`src/rtl/uart_pkg.sv`:
```
// Shared definitions for the UART command responder: FSM states,
// command/flag bit positions and the inter-byte timeout calculation.
package uart_pkg;

    typedef enum logic [2:0] {
        ST_IDLE,
        ST_WAIT_B1,
        ST_WRITE,
        ST_READ,
        ST_RD_WAIT,
        ST_TX_START,
        ST_TX_WAIT
    } state_t;

    // Upper command byte is {rw, addr}; rw=1 means write.
    localparam int CMD_RW_BIT  = 7;

    // Sticky error flag bit positions.
    localparam int ERR_GAP     = 0;
    localparam int ERR_RD_TO   = 1;
    localparam int ERR_OVERRUN = 2;
    localparam int ERR_W       = 3;

    // Inter-byte timeout in clk cycles: GAP_FRAMES frames of 10 bits each.
    function automatic int calc_gap_limit(input longint sys_clk_freq,
                                          input longint bps,
                                          input longint gap_frames);
        return int'((gap_frames * 10 * sys_clk_freq) / bps);
    endfunction

endpackage

```
`src/rtl/uart_gap_timer.sv`:
```
// Loadable down-counter with an expiry strobe. Loading sets the count to
// LIMIT-1; while enabled it counts down and strobes expired in the cycle
// the count sits at zero, i.e. the LIMIT-th enabled cycle after a load.
module uart_gap_timer #(
    parameter int LIMIT = 8680,
    parameter int W     = $clog2(LIMIT + 1)
) (
    input  logic clk,
    input  logic rst_n,
    input  logic load,
    input  logic en,
    output logic expired
);

    logic [W-1:0] cnt_q, cnt_d;

    // Next count: load has priority, otherwise count down and park at zero.
    always_comb begin
        cnt_d = cnt_q;
        if (load) begin
            cnt_d = W'(LIMIT - 1);
        end else if (en && (cnt_q != '0)) begin
            cnt_d = cnt_q - 1'b1;
        end
    end

    // Counter register.
    always_ff @(posedge clk or negedge rst_n) begin
        if (!rst_n) begin
            cnt_q <= '0;
        end else begin
            cnt_q <= cnt_d;
        end
    end

    assign expired = en && !load && (cnt_q == '0);

endmodule

```
`src/rtl/uart_cmd_responder.sv`:
```
// Far-end responder: collects a two-byte command from the UART receiver,
// performs a register write or read, and returns read data via the UART
// transmitter. Errors are kept as sticky flags until reset.
module uart_cmd_responder
    import uart_pkg::*;
#(
    parameter int                    DATA_WIDTH   = 8,
    parameter int                    ADDR_WIDTH   = 7,
    parameter int                    BPS          = 115_200,
    parameter int                    SYS_CLK_FREQ = 50_000_000,
    parameter int                    GAP_FRAMES   = 2,
    parameter int                    RD_TIMEOUT   = 255,
    parameter logic [DATA_WIDTH-1:0] ERR_RDATA    = 8'hEE
) (
    input  logic                  clk,
    input  logic                  rst_n,
    input  logic [DATA_WIDTH-1:0] rx_data,
    input  logic                  rx_done,
    output logic [DATA_WIDTH-1:0] tx_data,
    output logic                  tx_en,
    input  logic                  tx_done,
    output logic [ADDR_WIDTH-1:0] reg_addr,
    output logic [DATA_WIDTH-1:0] reg_wdata,
    output logic                  reg_wr,
    output logic                  reg_rd,
    input  logic [DATA_WIDTH-1:0] reg_rdata,
    input  logic                  reg_rvalid,
    output logic                  busy,
    output logic [ERR_W-1:0]      err_flags
);

    localparam int GAP_LIMIT = calc_gap_limit(longint'(SYS_CLK_FREQ),
                                              longint'(BPS),
                                              longint'(GAP_FRAMES));

    state_t                state_q, state_d;
    logic [DATA_WIDTH-1:0] hdr_q, hdr_d;
    logic [ADDR_WIDTH-1:0] addr_q, addr_d;
    logic [DATA_WIDTH-1:0] wdata_q, wdata_d;
    logic [DATA_WIDTH-1:0] rdata_q, rdata_d;
    logic [ERR_W-1:0]      err_q, err_d;

    logic gap_load, gap_en, gap_exp;
    logic rd_load, rd_en, rd_exp;

    uart_gap_timer #(.LIMIT(GAP_LIMIT)) u_gap_timer (
        .clk     (clk),
        .rst_n   (rst_n),
        .load    (gap_load),
        .en      (gap_en),
        .expired (gap_exp)
    );

    uart_gap_timer #(.LIMIT(RD_TIMEOUT)) u_rd_timer (
        .clk     (clk),
        .rst_n   (rst_n),
        .load    (rd_load),
        .en      (rd_en),
        .expired (rd_exp)
    );

    // Next-state, datapath capture and timer control.
    always_comb begin
        state_d  = state_q;
        hdr_d    = hdr_q;
        addr_d   = addr_q;
        wdata_d  = wdata_q;
        rdata_d  = rdata_q;
        err_d    = err_q;
        gap_load = 1'b0;
        gap_en   = 1'b0;
        rd_load  = 1'b0;
        rd_en    = 1'b0;

        case (state_q)
            ST_IDLE: begin
                if (rx_done) begin
                    hdr_d    = rx_data;
                    gap_load = 1'b1;
                    state_d  = ST_WAIT_B1;
                end
            end
            ST_WAIT_B1: begin
                gap_en = 1'b1;
                // A byte arriving in the expiry cycle still completes the command.
                if (rx_done) begin
                    addr_d  = hdr_q[ADDR_WIDTH-1:0];
                    wdata_d = rx_data;
                    state_d = hdr_q[CMD_RW_BIT] ? ST_WRITE : ST_READ;
                end else if (gap_exp) begin
                    err_d[ERR_GAP] = 1'b1;
                    hdr_d          = '0;
                    state_d        = ST_IDLE;
                end
            end
            ST_WRITE: begin
                state_d = ST_IDLE;
            end
            ST_READ: begin
                rd_load = 1'b1;
                if (reg_rvalid) begin
                    rdata_d = reg_rdata;
                    state_d = ST_TX_START;
                end else begin
                    state_d = ST_RD_WAIT;
                end
            end
            ST_RD_WAIT: begin
                rd_en = 1'b1;
                if (reg_rvalid) begin
                    rdata_d = reg_rdata;
                    state_d = ST_TX_START;
                end else if (rd_exp) begin
                    rdata_d          = ERR_RDATA;
                    err_d[ERR_RD_TO] = 1'b1;
                    state_d          = ST_TX_START;
                end
            end
            ST_TX_START: begin
                state_d = ST_TX_WAIT;
            end
            ST_TX_WAIT: begin
                if (tx_done) begin
                    state_d = ST_IDLE;
                end
            end
            default: begin
                state_d = ST_IDLE;
            end
        endcase

        // Bytes arriving while a command is executing are dropped.
        if (rx_done && (state_q != ST_IDLE) && (state_q != ST_WAIT_B1)) begin
            err_d[ERR_OVERRUN] = 1'b1;
        end
    end

    // State and datapath registers.
    always_ff @(posedge clk or negedge rst_n) begin
        if (!rst_n) begin
            state_q <= ST_IDLE;
            hdr_q   <= '0;
            addr_q  <= '0;
            wdata_q <= '0;
            rdata_q <= '0;
            err_q   <= '0;
        end else begin
            state_q <= state_d;
            hdr_q   <= hdr_d;
            addr_q  <= addr_d;
            wdata_q <= wdata_d;
            rdata_q <= rdata_d;
            err_q   <= err_d;
        end
    end

    assign reg_addr  = addr_q;
    assign reg_wdata = wdata_q;
    assign reg_wr    = (state_q == ST_WRITE);
    assign reg_rd    = (state_q == ST_READ);
    assign tx_en     = (state_q == ST_TX_START);
    assign tx_data   = rdata_q;
    assign busy      = (state_q != ST_IDLE);
    assign err_flags = err_q;

endmodule

```
`config.mk`:
```
export PLATFORM = sky130hd
export DESIGN_NAME = uart_cmd_responder
export DESIGN_NICKNAME = d
export VERILOG_FILES = /design/src/rtl/uart_pkg.sv /design/src/rtl/uart_gap_timer.sv /design/src/rtl/uart_cmd_responder.sv
export SDC_FILE = /design/constraint.sdc
export NUM_CORES = 1
export LEC_CHECK = 0
export ABC_AREA = 1
export CORE_MARGIN = 5
export CORE_UTILIZATION = 40
export CTS_CLUSTER_DIAMETER = 200
export DETAILED_ROUTE_END_ITERATION = 7
export HOLD_SLACK_MARGIN = 0.15
export PLACE_DENSITY_LB_ADDON = 0.1
export SLEW_MARGIN = 20
export SYNTH_ARGS = -nofsm -noshare
export SYNTH_HDL_FRONTEND = slang
export SYNTH_HIERARCHICAL = 1
export SYNTH_SLANG_ARGS = --single-unit
```
`constraint.sdc`:
```
create_clock -name clk -period 2.4 [get_ports clk]
set_clock_uncertainty 0.1 [all_clocks]
set_input_delay 0.48 -clock clk [delete_from_list [all_inputs] [get_ports clk]]
set_output_delay 0.48 -clock clk [all_outputs]
set_load 0.05 [all_outputs]
```
==> flow_metrics.tcl <==
set metrics [dict create \
    hp-class "reg -> reg" \
    r2r_start "u_gap_timer/cnt_q[0]" \
    synth_commonest_cells "nand2_1, nand3_1, dfrtp_1" \
    final_antenna_net_count 0 \
    p_per_area_nw_per_um2 1370 \
    synth_largest_area_cell "dfrtp_1" \
    setup_ws_ps 192 \
    drive_above_1_share 0.145 \
    fin_tns_setup_ps 0 \
    hold_start "reg_wdata[1]" \
    async_flop_share 1.00 \
    synth.avg_cell_area_um2 7.89 \
    maxCapViolations 0 \
    ys_seq_elements 59 \
    irDropWorstVdd_mv 0.708 \
    finalWirelength_mm 7.35 \
    via_per_inst 4.86 \
    fin_crit_ps 2210 \
    numCtsBuffers 9 \
    critical_path.max_fanout 7 \
    synth.top_cell.area_share 0.470 \
    critPathLaunchType "register" \
    syn-num-nets 421 \
    required_ps 1820 \
    ys_warn_count 6 \
    p_leak_nw 2.02 \
    setup_viol 0 \
    path_class "reg -> out" \
    die_x_um 98.6 \
    dp_slack_ps 178 \
    h-tree-depth 3 \
    nFillCells 771 \
    final.period_utilization 0.920 \
    synth.most_common_cell "nand2_1" \
    clockBufferDepth 2 \
    tritoncts "done" \
    drtIter0Drc 137 \
    grt_remaining_overflow 0 \
    fp.coreArea_um2 7690 \
    cts_root_buf "clkbuf_8" \
    ys.flop_type "dfrtp_1" \
    slew-limit-headroom 0.659 \
    firstDrtPassIters 4 \
    initial_core_util 0.408 \
    dpl.hpwl_mm 5.36 \
    drc 0 \
    ys_seq_area_frac 0.470 \
    startpoint "state_q[1]" \
    grt_max_degree 60 \
    fin_nets 486 \
    arrival_ps 1630 \
    clock-sinks 59 \
    syn2layout_area_growth_pct 27.9 \
    rr_worst_depth 10 \
    synthTopCellsByArea "dfrtp_1, nand2_1, nand3_1" \
    hold_depth 2 \
    status "finished, final reports clean" \
    portBuffers 50 \
    clk_latency_ps 340 \
    n_antenna_cell 0 \
    endpoint_kind "output pin" \
    max_freq_mhz 453 \
    gp_congestion 0.873 \
    dieArea_um2 9720 \
    hold_viol_final 0 \
    drv_slew 0 \
    io_pins 51 \
    synth.distinct_cells 29 \
    cts.reportedPaths.clkPinSlew_ps 70 \
    vias 2770 \
    grt_setup_unrepaired "false" \
    synth_edf_count 0 \
    grt_pass1_vias 2768 \
    tightest_slew_ps 509 \
    grt.total_usage 0.165 \
    grt_first_pass_wirelength_mm 13.1 \
    post_drt_wl_per_cell_um 12.9 \
    synthesis.area_um2 3140 \
    num_rows 32 \
    antenna_found_initial 0 \
    postSynthCellCount 398 \
    die_h_um 98.6 \
]
repair_timing:
action / in CTS / in global routing
resized for setup: 0 / 0
buffers inserted: 0 / 0
hold buffers: 1 / 0
setup endpoints to repair: 0 / 0
endpoints found under the hold margin: 59 / 0
metrics by stage:
step / utilization / cells / power (mW) / instance area [um^2] / hold WS, ps
after floorplan: - / 398 / 3.82 / 3140 / 84.4
after global placement: 0.498 / 553 / 4.68 / 3820 / 353
final: 0.522 / 570 / 5.49 / 4010 / 368
after CTS: 0.522 / 570 / 5.57 / 4010 / 374
after detailed placement: 0.498 / 553 / 4.71 / 3820 / 357
after global routing: 0.522 / 570 / 5.95 / 4010 / 383
worst max-delay path, cell delays in order (launching register included):
cell	delay [ps]
dfrtp_1	580
inv_1	190
nor3_1	330
buf_12	190
per-layer routing:
metal / track usage / vias to the layer above / wire length, um
met3: 0.0340 / 9 / 328
met1: 0.219 / 1270 / 3480
met2: 0.263 / 63 / 3460
met4: 0.0662 / 0 / 76
met5: 0 / - / 0
li1: - / 1428 / -
power by group:
part           switching (mW)  total, mW  internal, mW
logic                    1.97       2.95         0.990
registers               0.317       1.71          1.40
clock network           0.402      0.825         0.423
total                    2.68       5.49          2.81
layout by cell type (no fill, tap or decap), types with 5 or more instances in the layout:
master and instances:
nand2_2 8, nand4_1 12, a21oi_1 10, nand2_4 8
o21ai_2 5, clkbuf_8 11, clkdlybuf4s50_1 45, inv_1 32
nand3_1 67, buf_4 12, nand2_1 112, dfrtp_1 59
nor2_1 47
area by class of cell:
type	count	area, um^2	share of cell area
Multi-Input combinational cell	296	1480	0.370
Sequential cell	59	1480	0.368
Timing Repair Buffer	62	616	0.153
Clock buffer	11	151	0.0377
Inverter	35	131	0.0327
Tap cell	102	128	0.0318
Clock inverter	5	27.5	0.00686
state kept, by name (all words and copies together), names as in the netlist:
register and count:
state_q 3, hdr_q 8, reg_addr 7, err_flags 3
u_gap_timer/cnt_q 14, reg_wdata 8, tx_data 8, u_rd_timer/cnt_q 8
worst paths after layout:
check / endpoint / slack (ps)
max reg2reg: hdr_q[5] / 320
min in group asynchronous: reg_wdata[5] / 570
max in group asynchronous: tx_data[0] / 1360
max: reg_wr / 190
min reg2reg: reg_wdata[1] / 370
min: reg_wdata[1] / 370
cells by family after synthesis:
kind of cell             share of synthesized area
adder cells (fa/ha/maj)                    0.00797
buffers and inverters                       0.0578
XOR/XNOR                                   0.00558
flip-flops                                   0.470
AND/OR/NAND/NOR                              0.415
AO/OA/AOI/OAI                               0.0438
Power figures use the tool's default switching activity.
